==> src/rtl/shift_sequencer.sv <==
// Multi-cycle 32-bit shifter: accepts one SLL/SRL/SRA request, shifts one bit per cycle,
// then presents a registered result with a one-cycle done pulse.
module shift_sequencer (
  input  logic        clk,
  input  logic        reset,
  input  logic        start,
  input  logic [1:0]  op,
  input  logic [31:0] operand,
  input  logic [4:0]  shamt,
  output logic        busy,
  output logic        done,
  output logic [31:0] result,
  output logic        err
);

  typedef enum logic [1:0] {
    StIdle  = 2'b00,
    StShift = 2'b01,
    StDone  = 2'b10
  } state_e;

  localparam logic [1:0] OpSll = 2'b00;
  localparam logic [1:0] OpSrl = 2'b01;
  localparam logic [1:0] OpSra = 2'b10;
  localparam logic [1:0] OpRsv = 2'b11;

  state_e      state_q, state_d;
  logic [31:0] acc_q, acc_d;
  logic [31:0] result_q, result_d;
  logic [4:0]  cnt_q, cnt_d;
  logic [1:0]  op_q, op_d;
  logic        err_q, err_d;

  always_ff @(posedge clk) begin
    if (reset) begin
      state_q  <= StIdle;
      acc_q    <= '0;
      result_q <= '0;
      cnt_q    <= '0;
      op_q     <= OpSll;
      err_q    <= 1'b0;
    end else begin
      state_q  <= state_d;
      acc_q    <= acc_d;
      result_q <= result_d;
      cnt_q    <= cnt_d;
      op_q     <= op_d;
      err_q    <= err_d;
    end
  end

  always_comb begin
    state_d  = state_q;
    acc_d    = acc_q;
    result_d = result_q;
    cnt_d    = cnt_q;
    op_d     = op_q;
    err_d    = err_q;
    case (state_q)
      StIdle: begin
        if (start) begin
          acc_d   = operand;
          cnt_d   = shamt;
          op_d    = op;
          state_d = StShift;
        end
      end
      StShift: begin
        if (cnt_q != 5'd0) begin
          cnt_d = cnt_q - 5'd1;
          // Reserved op leaves acc untouched so the result echoes the operand.
          case (op_q)
            OpSll:   acc_d = {acc_q[30:0], 1'b0};
            OpSrl:   acc_d = {1'b0, acc_q[31:1]};
            OpSra:   acc_d = {acc_q[31], acc_q[31:1]};
            default: acc_d = acc_q;
          endcase
        end else begin
          result_d = acc_q;
          err_d    = (op_q == OpRsv);
          state_d  = StDone;
        end
      end
      StDone:  state_d = StIdle;
      default: state_d = StIdle;
    endcase
  end

  assign busy   = (state_q == StShift) || (state_q == StDone);
  assign done   = (state_q == StDone);
  assign result = result_q;
  assign err    = err_q;

endmodule
==> config.mk <==
export PLATFORM = sky130hd
export DESIGN_NAME = shift_sequencer
export DESIGN_NICKNAME = d
export VERILOG_FILES = /design/src/rtl/shift_sequencer.sv
export SDC_FILE = /design/constraint.sdc
export NUM_CORES = 1
export LEC_CHECK = 0
export CAP_MARGIN = 10
export CORE_MARGIN = 3
export CORE_UTILIZATION = 55
export CTS_CLUSTER_SIZE = 28
export DETAILED_ROUTE_END_ITERATION = 7
export PLACE_DENSITY = 0.85
export SETUP_SLACK_MARGIN = 0.15
export SLEW_MARGIN = 25
export SYNTH_ARGS = -nofsm -noshare
export SYNTH_HDL_FRONTEND = slang
export SYNTH_SLANG_ARGS = --single-unit
==> constraint.sdc <==
create_clock -name clk -period 2.93 [get_ports clk]
set_input_delay 0.586 -clock clk [delete_from_list [all_inputs] [get_ports clk]]
set_output_delay 0.586 -clock clk [all_outputs]
set_load 0.05 [all_outputs]
* After elaboration in Yosys (flattened, before gate mapping)
Index checks and enable logic that the tools add are counted. W data, S select, Z words.
Storage, ports and cells: output and inout port bits 35, input port bits 42, flip-flop bits (word level) 74, logic and storage cells 41
Cells by class: bitwise operators 1, $add $sub $neg 1, reductions and logical operators 11, eq/ne operators 11, multiplexer cells 10
Operators with widths (count):
- $pmux W32 S3 | 1
- $mux W32 | 2
- $pmux W32 S2 | 1
- $mux W5 | 2
- $pmux W5 S2 | 1
- $ne A2 B2 Y1 const B | 4
- $eq A2 B2 Y1 const B | 3
- $reduce_and A2 Y1 | 3
- $reduce_and A5 Y1 | 1
- $reduce_bool A5 Y1 | 1
- $sub A5 B1 Y5 const B | 1
- $eq A2 B1 Y1 const B | 2
- $logic_not A2 Y1 | 2
- $mux W2 | 2
- $ne A4 B1 Y1 const B | 1
- $pmux W2 S2 | 1
- $reduce_and A4 Y1 | 1
- $ne A3 B1 Y1 const B | 1
- $reduce_and A3 Y1 | 1
- $reduce_bool A2 Y1 | 1
- $logic_or A1 B1 Y1 | 1
- $not A1 Y1 | 1

* Depth between registers and ports, before layout
Gate-level depths: netlist (run 1).
word-level depth 4, depth in mapped cells 8, gate-level depth less buffers 6

* Least setup slack after synthesis (run 1)
OpenSTA, ideal clock, no wires.
path kind input -> register, start point in start, end point reg acc_q[10], data required time 2813 ps, buffers on the path 2, stages 6, setup time 117 ps, arrival 1598 ps, setup slack 1215 ps, path through buf_2 mux2i_1 a211oi_2 nor2_2 buf_6 a22o_1
Between the ends: longest elaborated chain between the ends 2
Ends and longest elaborated chain:
- start, declared | line 6 | input logic start,
- $ne A2 B2 Y1 (no source line)
- $reduce_and A4 Y1 (no source line)
- end signal, assigned | line 37 | acc_q <= '0;
- end signal, assigned | line 44 | acc_q <= acc_d;
- end, declared | line 28 | logic [31:0] acc_q, acc_d;
No other way between the ends. A chain may end at the register's enable or synchronous reset.

* Worst setup path after layout (run 1)
start point reg state_q[0], end point out busy
Between the ends: longest elaborated chain between the ends 2, elaborated cells on any way between the ends 3, those cells by class eq/ne (2); reduce/logical (1)
Ends and longest elaborated chain:
- start, declared | line 27 | state_e state_q, state_d;
- start signal, assigned | line 36 | state_q <= StIdle;
- start signal, assigned | line 43 | state_q <= state_d;
- $eq A2 B1 Y1 or $eq A2 B2 Y1 (tied branches) | line 89 | assign busy = (state_q == StShift) || (state_q == StDone);
- $logic_or A1 B1 Y1 * | line 89
- end, declared | line 10 | output logic busy,
Every way passes the cells marked *; elsewhere a longest branch is shown, timed or not.

==> out/metrics.yaml, run 1 <==
post_cts.repair.setup_buffers: 0
buffer_ports.inserted: 76
post-place-ws_ps: 417
finalClockSkew_ps: 8.57
clk_pin_slew_ps: 80
globalRouteOverflowTotal: 0
totalNegativeSetupSlack_ps: 0
hold-worst-slack_ps: 456
fill_cells: 466
largest_family_of_logic_cells_by_synthesized_area: "compound AO/OA/AOI/OAI gates"
yosys-mux-area-fraction: 0.0113
routed_via_density: 5.63
clk_root_buffer_cell: "sky130_fd_sc_hd__clkbuf_8"
die-width_um: 86.1
synth_cell_types: 33
effective_utilization_at_floorplan: 0.582
critical_path_fanout_max: 3
dp.final_hpwl_um: 5660
tritoncts: "done"
max_slew_margin: 0.549
worstReg2RegStart: "state_q[1]"
detailedRoute.firstPassIterationCount: 4
layout-drive-gt1-share: 0.0574
grt_start_max_net_pins: 49
crit_path_start_kind: "flop"
count_of_endpoints_failing_hold_in_the_final_timing_report: 0
synth-seq-area-share: 0.420
cts.sink_count: 74
dieHeight_um: 86.1
hold_path_class: "flop to flop"
drv_slew: 0
synth_area_sq_um: 3530
design.die.area_sq_um: 7410
antenna_found_initial: 0
track_usage: 0.242
cts.htree.levels: 3
total_power_mw: 4.60
min_period_over_period: 0.844
post_cts_resized: 0
worstPathRequired_ps: 2340
fin_area_sq_um: 4480
ys_seq_elements: 74
synth_compound_gate_area_share: 0.255
detailroute.via_count: 3263
max_cap_check_violation_count: 0
critPathArrivalTime_ps: 1890
cts_made_buffers: 9
final_net_count: 552
drt_iter0_drc: 247
post_synth_and_or_nand_nor_area_fraction: 0.215
globalplace.congestion: 0.821
final-setup-viol-count: 0
achievable-frequency_ghz: 0.405
residual_antenna_violating_net_count_after_detailed_routing: 0
sequential_cell_area_sq_um: 1480
power_density_nw_per_um2: 1030
postSynth.topFlopCell: "sky130_fd_sc_hd__dfxtp_1"
min_from: "result[5]"
synthCells: 442
cts-root-to-sink-buffers: 2
antenna_cells: 0
async_flop_share: 0
synth_edf_count: 0
post_synth_fa_ha_maj_area_fraction: 0.0354
wl_um: 8640
stdcell_count: 580
final_core_utilization: 0.740
num_io_pins: 77
synthesis.nets: 494
core_area_sq_um: 6060
grt_first_pass_wirelength_um: 14500
std_cell_rows: 28
post_synth_xor_area_fraction: 0
placed_cell_area_sq_um: 4240
detail_route.drc_violations: 0
multiInputGateArea_sq_um: 1830
worst-slew-pin-transition_ps: 674
power.ir.vdd_worst_v: 0.000736
yosys_warnings: 0
timing.critical_path.to_type: "output pin"
postSynthAreaPerCell_sq_um: 7.99
setup_repair_after_global_routing_missed_its_margin: "no"
ctsHoldBuffers: 0
status: "completed"
final_critical_path_required_period_ps: 2470
areaGrowthSynthToFinish_pct: 27.0
final.setup.worst_slack_ps: 458
p_leak_nw: 1.66
clock_latency_ps: 340
detail_route.wl_per_cell_um: 14.9
dp_cells: 564
grt_pass1_vias: 3072
timing.setup.critical_path_class: "flop to output pin"
critPathLaunch: "state_q[0]"
-- routing by layer --
layer | track usage | vias up | wire length [um]
met5 | 0 | - | 0
met4 | 0.106 | 0 | 116
met3 | 0.0423 | 11 | 534
met2 | 0.382 | 113 | 4270
met1 | 0.322 | 1507 | 3720
li1 | - | 1632 | -
-- cell usage after synthesis, types with 2 or more instances --
library cell | instances | area (sq um)
sky130_fd_sc_hd__ha_1 | 10 | 125
sky130_fd_sc_hd__nor3_1 | 2 | 10.0
sky130_fd_sc_hd__a311oi_1 | 2 | 17.5
sky130_fd_sc_hd__nand3_1 | 5 | 25.0
sky130_fd_sc_hd__buf_6 | 6 | 67.6
sky130_fd_sc_hd__or2b_1 | 2 | 15.0
sky130_fd_sc_hd__a21oi_1 | 106 | 531
sky130_fd_sc_hd__o21ai_0 | 4 | 20.0
sky130_fd_sc_hd__nor2b_1 | 32 | 200
sky130_fd_sc_hd__dfxtp_1 | 74 | 1480
sky130_fd_sc_hd__buf_2 | 3 | 15.0
sky130_fd_sc_hd__clkbuf_1 | 22 | 82.6
sky130_fd_sc_hd__nand2b_1 | 2 | 12.5
sky130_fd_sc_hd__nor2_1 | 39 | 146
sky130_fd_sc_hd__nand2_1 | 71 | 267
sky130_fd_sc_hd__a22o_1 | 30 | 263
sky130_fd_sc_hd__nor4b_1 | 2 | 17.5
sky130_fd_sc_hd__inv_1 | 8 | 30.0
sky130_fd_sc_hd__buf_4 | 4 | 30.0
sky130_fd_sc_hd__o21a_1 | 2 | 15.0
sky130_fd_sc_hd__mux2i_1 | 4 | 40.0
-- cells in the final DEF, fill, tap and decap left out, drive strengths merged, types with 5 or more instances in the layout --
master	netlist	routed
clkdlybuf4s50	0	76
nor2b	32	32
a21oi	106	106
buf	13	6
a22o	30	30
nor2	40	40
clkbuf	22	9
nand2	71	71
inv	8	8
ha	10	10
dfxtp	74	74
nand3	5	5
-- final timing paths --
check                                  to  slack [ps]  depth (start not counted)
worst max-delay path                 busy         460                          3
worst min-delay path            result[5]         460                          2
worst max register to register  acc_q[14]         620                          7
worst min register to register  result[5]         460                          2
-- cell type report --
class,count,share of cell area
clock buffer,9,0.0276
timing repair buffer,82,0.180
clock inverter,7,0.0262
sequential,74,0.330
tap,75,0.0209
multi-input combinational,325,0.408
inverter,8,0.00670
-- critical path, stage by stage (launching register included) --
cell and delay [ps]:
sky130_fd_sc_hd__dfxtp_1 370, sky130_fd_sc_hd__inv_1 90, sky130_fd_sc_hd__ha_1 290, sky130_fd_sc_hd__clkdlybuf4s50_1 800
-- flip-flops by register name, summed over array words and instances, names as in the netlist --
register and flops:
cnt_q 5, err 1, result 32, op_q 2
state_q 2, acc_q 32
-- power breakdown --
part / switching, mW / total (mW) / internal [mW]
Combinational: 1.24 / 2.06 / 0.819
Clock: 0.393 / 0.959 / 0.566
Sequential: 0.286 / 1.58 / 1.30
-- cell families (layout without fill, tap and decap cells) --
kind of cell	after synthesis	after routing
muxes	4	4
buffers and inverters	43	106
DFF	74	74
and+or+nand+nor	161	161
adders and majority gates	10	10
AOI/OAI and AO/OA	150	150
Power figures use the tool's default switching activity.
==> run 2, diff against run 1 <==
--- a/config.mk
+++ b/config.mk
@@ -7,10 +7,10 @@
 export LEC_CHECK = 0
 export CAP_MARGIN = 10
 export CORE_MARGIN = 3
-export CORE_UTILIZATION = 55
+export CORE_UTILIZATION = 51
 export CTS_CLUSTER_SIZE = 28
 export DETAILED_ROUTE_END_ITERATION = 7
-export PLACE_DENSITY = 0.85
+export PLACE_DENSITY = 0.79
 export SETUP_SLACK_MARGIN = 0.15
 export SLEW_MARGIN = 25
 export SYNTH_ARGS = -nofsm -noshare
==> constraint.sdc (replaced) <==
create_clock -name clk -period 2.4 [get_ports clk]
set_input_delay 0.48 -clock clk [delete_from_list [all_inputs] [get_ports clk]]
set_output_delay 0.48 -clock clk [all_outputs]
set_load 0.05 [all_outputs]
==> run 2 against run 1 <==
Total power rose by 27%. Register-to-register slack worse by 350 ps. Worst hold slack worse by 2.5 ps. Clock skew up 2.5 ps. Non-clock buffer count is 8 higher. Global-route usage fell by 1.4 points. Wire length grew 3.6%. Sequential power up 22%. Cell area increased by 2.3%. First-iteration DRC count shrank 17%. Critical path depth rose by 5. Critical endpoint is now acc_q[16].
==> out/metrics.yaml, run 2 (synthesis gave the netlist of run 1 again) <==
drv_slew: 0  # unchanged
p_leak_nw: 1.74  # +4.5%
power.ir.vdd_worst_v: 0.000889  # +21%
cts_made_buffers: 9  # unchanged
drt-met1-wl_um: 4030  # +8.2%
status: "completed"
count_of_endpoints_failing_hold_in_the_final_timing_report: 0  # unchanged
antenna_cells: 0  # unchanged
wl_um: 8960  # +3.6%
detailroute.via_count: 3390  # +3.9%
grt_pass1_vias: 3128  # +1.8%
final-setup-viol-count: 0  # unchanged
final.setup.worst_slack_ps: 274  # -185 ps
effective_utilization_at_floorplan: 0.540  # -0.0419
met3_wirelength_um: 572  # +7.1%
met2_wirelength_um: 4230  # -0.94%
globalplace.congestion: 0.829  # +1.0%
final_critical_path_required_period_ps: 2130
crit_path_start_kind: "flop"
track_usage: 0.228  # -0.0140
hold_path_class: "flop to flop"
drt_iter0_drc: 205  # -17%
clk_root_buffer_cell: "sky130_fd_sc_hd__clkbuf_8"
globalRouteOverflowTotal: 0  # unchanged
max_cap_check_violation_count: 0  # unchanged
detail_route.wl_per_cell_um: 15.2  # +1.7%
final_net_count: 562  # +1.8%
clock_latency_ps: 350  # about the same
most_common_cell_after_layout_fill_and_taps_aside: "sky130_fd_sc_hd__a21oi_1"
antenna_found_initial: 0  # unchanged
layout-drive-gt1-share: 0.0739  # +0.0165
cts.sink_count: 74  # unchanged
cp_common_cell: "sky130_fd_sc_hd__buf_4"
design.die.area_sq_um: 7950  # +7.3%
layout.cells.most_common_list: "106 x sky130_fd_sc_hd__a21oi_1, 74 x sky130_fd_sc_hd__dfxtp_1, 74 x sky130_fd_sc_hd__clkdlybuf4s50_1"
cpPeakStageDelay_ps: 370  # -430 ps
residual_antenna_violating_net_count_after_detailed_routing: 0  # unchanged
crit_path_cell_trace: "inv_1, ha_2, buf_4, mux2i_1, a211oi_2, buf_4, and2b_2, a22o_1"
critPathSlowestCell: "sky130_fd_sc_hd__and2b_2"
worstPathRequired_ps: 2690  # +350 ps
setup_repair_after_global_routing_missed_its_margin: "no"
tritoncts: "done"
min_period_over_period: 0.886
num_io_pins: 77  # unchanged
timing.critical_path.to_type: "flop"
max_slew_margin: 0.582  # +0.0332
total_power_mw: 5.86  # +27%
timing.setup.critical_path_class: "flop to flop"
die-width_um: 89.2  # +3.6%
buffer_ports.inserted: 76  # unchanged
detailedRoute.firstPassIterationCount: 5  # +1
totalNegativeSetupSlack_ps: 0  # unchanged
hold-worst-slack_ps: 453  # -2.51 ps
critical_path_fanout_max: 15  # +12
areaGrowthSynthToFinish_pct: 30.0
finalClockSkew_ps: 11.1  # +2.50 ps
core_area_sq_um: 6530  # +7.8%
cts-root-to-sink-buffers: 2  # unchanged
post-place-ws_ps: 159  # -258 ps
clk_pin_slew_ps: 80  # about the same
grt_first_pass_wirelength_um: 14400  # -0.95%
worst-slew-pin-transition_ps: 626  # -48.2 ps
critPathArrivalTime_ps: 2420  # +530 ps
detail_route.drc_violations: 0  # unchanged
routed_via_density: 5.74  # +2.0%
placed_cell_area_sq_um: 4300  # +1.3%
dp.final_hpwl_um: 5730  # +1.3%
power_density_nw_per_um2: 1280  # +25%
ctsHoldBuffers: 0  # unchanged
std_cell_rows: 29  # +3.6%
achievable-frequency_ghz: 0.470
fin_area_sq_um: 4590  # +2.3%
grt_start_max_net_pins: 45  # -8.2%
cts.htree.levels: 3  # unchanged
topRoutingLayerUsed: "met4"
dieHeight_um: 89.2  # +3.6%
-- run 2: final cells by class --
cell class,instances,area [sq um]
clock buffers,9,124
well taps,77,96.3
flip-flops and latches,74,1480
multi-input cells,327,1850
clock inverters,6,138
repair buffers,90,867
inverters,8,30.0
fillers,530,1940
-- run 2: timing repair --
action                                 CTS  global route
setup endpoints to repair                2            24
pin swaps                                0             0
cloned                                   0             2
setup buffers                            0             1
gates resized for setup                  2             3
endpoints found under the hold margin    0             0
-- run 2: critical path: cells and delay by family (launching register included) --
family	cells	cell delay [ps]
compound gates	2	540
fa+ha+maj	1	260
buf+inv	3	500
flops	1	320
mux	1	100
simple gates	1	370
-- run 2: worst paths after layout --
check / from / end / slack [ps] / cells past startpoint
hold / removal: result[11] / result[11] / 450 / 2
hold reg to reg: result[11] / result[11] / 450 / 2
setup reg to reg: state_q[1] / acc_q[16] / 270 / 8
setup / recovery: state_q[1] / acc_q[16] / 270 / 8
-- run 2: layer usage --
| metal | vias to the layer above | track usage |
|---|---|---|
| li1 | 1655 | - |
| met1 | 1587 | 0.306 |
| met2 | 136 | 0.370 |
| met3 | 12 | 0.0359 |
| met4 | 0 | 0.0825 |
| met5 | - | 0 |
-- run 2: where the power goes --
part	leakage (nW)	total (mW)	switching (mW)	internal (mW)
registers	0.603	1.93	0.347	1.58
logic	1.00	2.65	1.56	1.08
clock network	0.130	1.28	0.485	0.798
-- run 2: per-stage QoR --
| step | utilization | instances |
|---|---|---|
| final | 0.702 | 591 |
| after global routing | 0.702 | 591 |
| after CTS | 0.698 | 588 |
| after detailed placement | 0.658 | 573 |
| after global placement | 0.657 | 573 |
| after floorplan | - | 442 |
